### src/rtl/metric_div_scheduler.sv
// metric_div_scheduler: round-robin arbiter sharing one restoring divider between two requesters
// One quotient bit per cycle; a zero divisor skips the divide phase and reports div-by-zero.
module metric_div_scheduler #(
    parameter int WIDTH = 32
) (
    input  logic             clk,
    input  logic             rst,
    input  logic             req0_valid,
    input  logic [WIDTH-1:0] req0_dividend,
    input  logic [WIDTH-1:0] req0_divisor,
    output logic             req0_ready,
    input  logic             req1_valid,
    input  logic [WIDTH-1:0] req1_dividend,
    input  logic [WIDTH-1:0] req1_divisor,
    output logic             req1_ready,
    output logic             res_valid,
    output logic             res_id,
    output logic [WIDTH-1:0] res_quotient,
    output logic [WIDTH-1:0] res_remainder,
    output logic             res_div_by_zero,
    output logic             busy
);
    localparam int CW = $clog2(WIDTH);
    typedef enum logic [1:0] {IDLE, DIVIDE, DONE} state_t;
    state_t           state;
    logic             prio;
    logic             cur_id;
    logic [WIDTH-1:0] rem, quo, dvs;
    logic [CW-1:0]    cnt;
    logic             grant0, grant1;
    logic [WIDTH-1:0] acc_dividend, acc_divisor;
    logic [WIDTH:0]   shifted, diff;
    logic [WIDTH-1:0] next_rem, next_quo;
    // prio high means requester 1 wins a tie
    always_comb begin
        grant0       = rst && state == IDLE && req0_valid && (!req1_valid || !prio);
        grant1       = rst && state == IDLE && req1_valid && (!req0_valid || prio);
        acc_dividend = grant1 ? req1_dividend : req0_dividend;
        acc_divisor  = grant1 ? req1_divisor : req0_divisor;
        shifted      = {rem, quo[WIDTH-1]};
        diff         = shifted - {1'b0, dvs};
        next_rem     = diff[WIDTH] ? shifted[WIDTH-1:0] : diff[WIDTH-1:0];
        next_quo     = {quo[WIDTH-2:0], ~diff[WIDTH]};
    end
    assign req0_ready = grant0;
    assign req1_ready = grant1;
    assign res_valid  = state == DONE;
    assign busy       = state != IDLE;
    always_ff @(posedge clk or negedge rst) begin
        if (!rst) begin
            state           <= IDLE;
            prio            <= 1'b0;
            cur_id          <= 1'b0;
            rem             <= '0;
            quo             <= '0;
            dvs             <= '0;
            cnt             <= '0;
            res_id          <= 1'b0;
            res_quotient    <= '0;
            res_remainder   <= '0;
            res_div_by_zero <= 1'b0;
        end else begin
            case (state)
                IDLE: if (grant0 || grant1) begin
                    prio   <= ~grant1;
                    cur_id <= grant1;
                    rem    <= '0;
                    quo    <= acc_dividend;
                    dvs    <= acc_divisor;
                    cnt    <= '0;
                    if (acc_divisor == '0) begin
                        state           <= DONE;
                        res_id          <= grant1;
                        res_quotient    <= '0;
                        res_remainder   <= acc_dividend;
                        res_div_by_zero <= 1'b1;
                    end else begin
                        state <= DIVIDE;
                    end
                end
                DIVIDE: begin
                    rem <= next_rem;
                    quo <= next_quo;
                    cnt <= cnt + 1'b1;
                    if (cnt == CW'(WIDTH - 1)) begin
                        state           <= DONE;
                        res_id          <= cur_id;
                        res_quotient    <= next_quo;
                        res_remainder   <= next_rem;
                        res_div_by_zero <= 1'b0;
                    end
                end
                default: state <= IDLE;
            endcase
        end
    end
endmodule

### config.mk
export PLATFORM = sky130hd
export DESIGN_NAME = metric_div_scheduler
export DESIGN_NICKNAME = d
export VERILOG_FILES = /design/src/rtl/metric_div_scheduler.sv
export SDC_FILE = /design/constraint.sdc
export NUM_CORES = 1
export LEC_CHECK = 0
export CAP_MARGIN = 40
export CORE_MARGIN = 5
export CORE_UTILIZATION = 35
export CTS_CLUSTER_DIAMETER = 50
export DETAILED_ROUTE_END_ITERATION = 10
export DONT_BUFFER_PORTS = 1
export PLACE_DENSITY = 0.6
export SLEW_MARGIN = 20
export SYNTH_ARGS = -nofsm -noshare
export SYNTH_HDL_FRONTEND = slang
export SYNTH_SLANG_ARGS = --single-unit
### constraint.sdc
create_clock -name clk -period 6 [get_ports clk]
set_clock_uncertainty 0.2 [all_clocks]
set_input_delay 0.9 -clock clk [delete_from_list [all_inputs] [get_ports clk]]
set_output_delay 0.9 -clock clk [all_outputs]
set_load 0.005 [all_outputs]
Yosys cells after proc, flatten, opt, wreduce, memory -nomap -nowiden
Cells that the tools add are included.

word-level totals
  register bits = 171
  input port bits = 132
  output and inout port bits = 70
  word-level logic and storage cells = 69

cells by class
  $add $sub $neg = 2
  equality and inequality tests = 6
  multiplexer cells = 29
  bitwise operators = 2
  reduce and logical (&&, ||, !) cells = 19

operators by type and width
  kind                                                                     number
  32-bit 2-to-1 mux                                                        11
  32-bit one-hot mux with 2 select lines                                   4
  33-bit by 32-bit subtractor with 33-bit output                           1
  32-bit logical NOT                                                       1
  5-bit one-hot mux with 2 select lines                                    1
  1-bit 2-to-1 mux                                                         6
  2-bit 2-to-1 mux                                                         3
  2-bit AND reduction                                                      3
  5-bit by 1-bit adder with 5-bit output, second input constant            1
  5-bit equality test, second input constant                               1
  1-bit logical AND                                                        5
  5-bit 2-to-1 mux                                                         1
  2-bit by 1-bit inequality test with 1-bit output, second input constant  2
  1-bit one-hot mux with 2 select lines                                    2
  2-bit one-hot mux with 2 select lines                                    1
  4-bit AND reduction                                                      1
  2-bit nonzero test                                                       2
  1-bit logical NOT                                                        3
  1-bit logical OR                                                         3
  2-bit by 1-bit equality test with 1-bit output, second input constant    1
  2-bit equality test, second input constant                               1
  2-bit logical NOT                                                        1
  2-bit inequality test, second input constant                             1
  1-bit NOT                                                                2

Longest topological paths before layout
  depth after elaboration = 9
  depth in mapped cells = 14
  mapped depth without buffers = 12

Worst setup path after synthesis
Ideal clock, no wire load.

  path kind = reg2reg
  start point = register quo[31]
  end point = register res_remainder[2]
  setup time = 0.088 ns
  data arrival time = 2.826 ns
  required time = 5.712 ns
  slack = 2.886 ns
  stages on the path, launching flop included = 13
  path buffers = 0
  clock period less this slack = 3.114 ns
  path through = dfrtp_1 -> inv_1 -> ha_1 -> fa_1 -> and2b_4 -> o2111ai_2 -> a21oi_2 -> o21ai_4 -> a31oi_4 -> o31a_4 -> nand2_2 -> or4_1 -> a41oi_1

on the way
  longest elaborated chain between the ends = 4

ends and longest elaborated chain
  what                                            RTL line  source
  start: declaration                              28        logic [WIDTH-1:0] rem, quo, dvs;
  start signal: assignment                        68        quo <= acc_dividend;
  start signal: assignment                        83        quo <= next_quo;
  33-bit by 32-bit subtractor with 33-bit output  41        diff = shifted - {1'b0, dvs};
  32-bit 2-to-1 mux                               42        next_rem = diff[WIDTH] ? shifted[WIDTH-1:0] : diff[WIDTH-1:0];
  32-bit 2-to-1 mux                               85        if (cnt == CW'(WIDTH - 1)) begin
  32-bit one-hot mux with 2 select lines          63        case (state)
  end signal: assignment                          75        res_remainder <= acc_dividend;
  end signal: assignment                          89        res_remainder <= next_rem;
  end: declaration                                19        output logic [WIDTH-1:0] res_remainder,

Every way passes these cells. The select of a mux whose other input is x is not followed.
A chain may end at the register's enable or synchronous reset.

Worst setup path in the final report
  start point = register dvs[0]
  end point = register res_remainder[2]

on the way
  longest elaborated chain between the ends = 4

ends and longest elaborated chain
  what                                            RTL line  source
  start: declaration                              28
  start signal: assignment                        69        dvs <= acc_divisor;
  33-bit by 32-bit subtractor with 33-bit output  41
  32-bit 2-to-1 mux                               42
  32-bit 2-to-1 mux                               85
  32-bit one-hot mux with 2 select lines          63

Every way passes these cells. The select of a mux whose other input is x is not followed.

==> results_dict.tcl <==
set metrics [dict create \
    area_growth_pct 9.89 \
    final_common_cell "nand2_1" \
    drive_gt1_share_pct 6.24 \
    boundaryPins 202 \
    yosysTopAreaCellShare_pct 43.7 \
    coreArea_um2 27700 \
    crit_path_max_fanout 19 \
    postCtsSetupBuffers 0 \
    antenna_found_initial 0 \
    cp_top_family "compound AO/OA/AOI/OAI gates" \
    fill_cells 2863 \
    final.setup.tns_ns 0 \
    port_buffers 0 \
    die_y_um 177 \
    worst_pin_slew_ns 0.878 \
    yosys_warnings 0 \
    hold_slack_ns 0.262 \
    drt_iter0_drc 765 \
    crit_chain "ha_1, fa_1, and2b_4, o2111ai_2, a21oi_2, o21ai_4, a31oi_4, o31a_4, nand2_2, or4_1, a41oi_1" \
    vias 8443 \
    critPathSlowestCell "or4_1" \
    finalHoldViolCount 0 \
    cap_violations 0 \
    synth_edf_count 0 \
    p_per_area_nw_per_um2 659 \
    yosys.area.top_type "dfrtp_1" \
    cts.sinks 171 \
    synth.area.top_cells "dfrtp_1, nand2_1, ha_1, o21ai_0, a31oi_1" \
    die_area_um2 31400 \
    ys_ff_latch 171 \
    max_stage_delay_ns 0.62 \
    gp_congestion 0.899 \
    min_period_over_period_pct 64.3 \
    synth_simple_gate_area_share_pct 22.5 \
    synth_cell_types 68 \
    drtPass1Iterations 5 \
    syn_avg_cell_area_um2 8.20 \
    ys.flop_type "dfrtp_1" \
    ys_async_sr_fraction_pct 100 \
    htreeDepth 4 \
    clkTransAtPathRegs_ns 0.08 \
    highest_layer "met4" \
    grt_pass1_wl_um 46000 \
    syn_area_um2 9790 \
    overflow 0 \
    hpwl_um 21800 \
    wl_per_cell_um 19.0 \
    die_w_um 177 \
    ys_seq_area_share_pct 43.7 \
    clockBufferDepth 2 \
    max-slew-margin-rel_pct 41.5 \
    synth_nets 1361 \
    synth_compound_area_share_pct 20.0 \
    crit_type "reg -> reg" \
    via_per_inst 5.45 \
    syn_inst 1194 \
    dr_wl_met3_um 2840 \
    clock.fmax_mhz 259 \
    rsz0062_at_grt "no" \
    drt-total-wl_um 29400 \
    route.detailed.drc 0 \
    wl_met1_um 14100 \
    cts_made_buffers 17 \
    endpoint_kind "flip-flop" \
    synth_top_family_by_area "simple AND/OR/NAND/NOR gates" \
    nets 1324 \
    worstPathRequired_ns 6.15 \
    n_antenna_cell 0 \
    cts_tree "done" \
    start_kind "flip-flop" \
    power.leakage_uw 0.00482 \
    hp-class "in -> async" \
    cts-root-buf "clkbuf_16" \
    mostFrequentLayoutCells "nand2_1, dfrtp_1, o21ai_0" \
    ir_drop_mv 0.223 \
    period_needed_ns 3.86 \
    wl_met2_um 12100 \
    synth-adder-area-share_pct 4.55 \
    clk_latency_ns 0.44 \
    critPathBufInv 0 \
    drtAntennaViolNets 0 \
    grtUsageTotal_pct 18.5 \
    setup-violations-final 0 \
    crit_arrival_ns 4.01 \
    grt_pass1_vias 8123 \
    status "finished, final reports clean" \
    grt_max_degree 172 \
    synth_xor_area_share_pct 2.15 \
    maxSlewViolCount 0 \
    rows 61 \
    initial_utilization_pct 35.3 \
    synth_mux_area_share_pct 2.11 \
]
## synth_stat cells (2+ instances only)
cell type / number
a21oi_1: 53
o22ai_1: 2
inv_1: 50
o21ai_0: 82
ha_1: 34
and2_1: 3
buf_1: 6
a31oi_1: 63
nor2b_1: 6
o31a_1: 2
nand3_1: 28
mux2i_1: 18
nor4_1: 17
o21ai_1: 4
xor2_1: 7
nor2_1: 78
nor3_1: 18
a221o_1: 3
a21oi_2: 4
a31oi_4: 2
clkbuf_1: 50
o32a_1: 6
buf_6: 2
a21boi_0: 4
a211o_1: 6
or2_2: 2
a41oi_1: 4
nand3b_1: 2
dfrtp_1: 171
a31o_2: 2
o311ai_0: 2
xnor2_1: 17
nand2_1: 333
o211ai_1: 27
o31ai_1: 2
nand2b_1: 3
o21a_1: 7
or3_1: 5
and3_1: 7
a21o_1: 13
nand4_1: 9
o2111ai_1: 2
a221oi_1: 2
buf_2: 9
o21bai_1: 4
## area by class of cell
type,instances,area [um^2],area share [%]
Tap cell,378,473,4.40
Multi-Input combinational cell,903,5070,47.1
Clock buffer,17,425,3.95
Clock inverter,15,171,1.59
Timing Repair Buffer,13,150,1.40
Inverter,51,191,1.78
Sequential cell,171,4280,39.8
## sequential cells by signal, summed over array words and instances, names as in the netlist, 2 cells and up
signal,count
state,2
cnt,5
quo,32
res_quotient,32
rem,32
res_remainder,32
dvs,32
## repair_timing
item,in CTS,in global routing
endpoints found under the setup margin,0,0
hold endpoints to repair,171,0
gates resized for setup,0,0
hold buffers,1,0
## worst reg2reg max path: cells and delay by family, from the launching register on
kind	cells	cell delay, ns
AOI/OAI and AO/OA	6	1.34
and+or+nand+nor	3	1.19
adders and majority gates	2	0.62
DFF	1	0.44
## per-stage QoR
step	instances	instance area, um^2	setup slack [ns]	power (uW)	util (%)
2_1_floorplan	1194	9790	2.89	4950	-
3_3_place_gp	1513	10100	2.04	5880	36.4
3_5_place_dp	1515	10100	2.02	5950	36.6
4_1_cts	1548	10800	2.13	7100	38.8
5_1_grt	1548	10800	1.89	7690	38.8
6_report	1548	10800	2.14	7090	38.8
## power by group
group,internal (uW),leakage (uW),switching (uW)
Combinational,1480,0.00256,2350
Sequential,1690,0.00197,447
Clock,562,0.000289,551
## per-layer routing
layer	up-vias	GRT usage [%]
met4	0	3.42
met5	-	0
met3	17	4.72
li1	4088	-
met2	364	26.2
met1	3974	28.6
## kinds of logic (layout without fill, tap and decap cells)
family | after synthesis | count (layout)
muxes | 20 | 20
and+or+nand+nor | 521 | 521
buffers and inverters | 120 | 96
DFF | 171 | 171
AOI/OAI and AO/OA | 303 | 303
xor gates and xnor gates | 24 | 24
adders and majority gates | 35 | 35
## worst paths after layout
path	cells past startpoint	end	slack (ns)	startpoint
max	11	res_remainder[2]	2.14	dvs[0]
min	1	res_quotient[7]	0.26	rst
max reg2reg	11	res_remainder[2]	2.14	dvs[0]
min reg2reg	2	quo[13]	0.30	quo[13]
max in group asynchronous	1	dvs[15]	4.63	rst
min in group clk	2	quo[13]	0.30	quo[13]
Power figures use the tool's default switching activity.
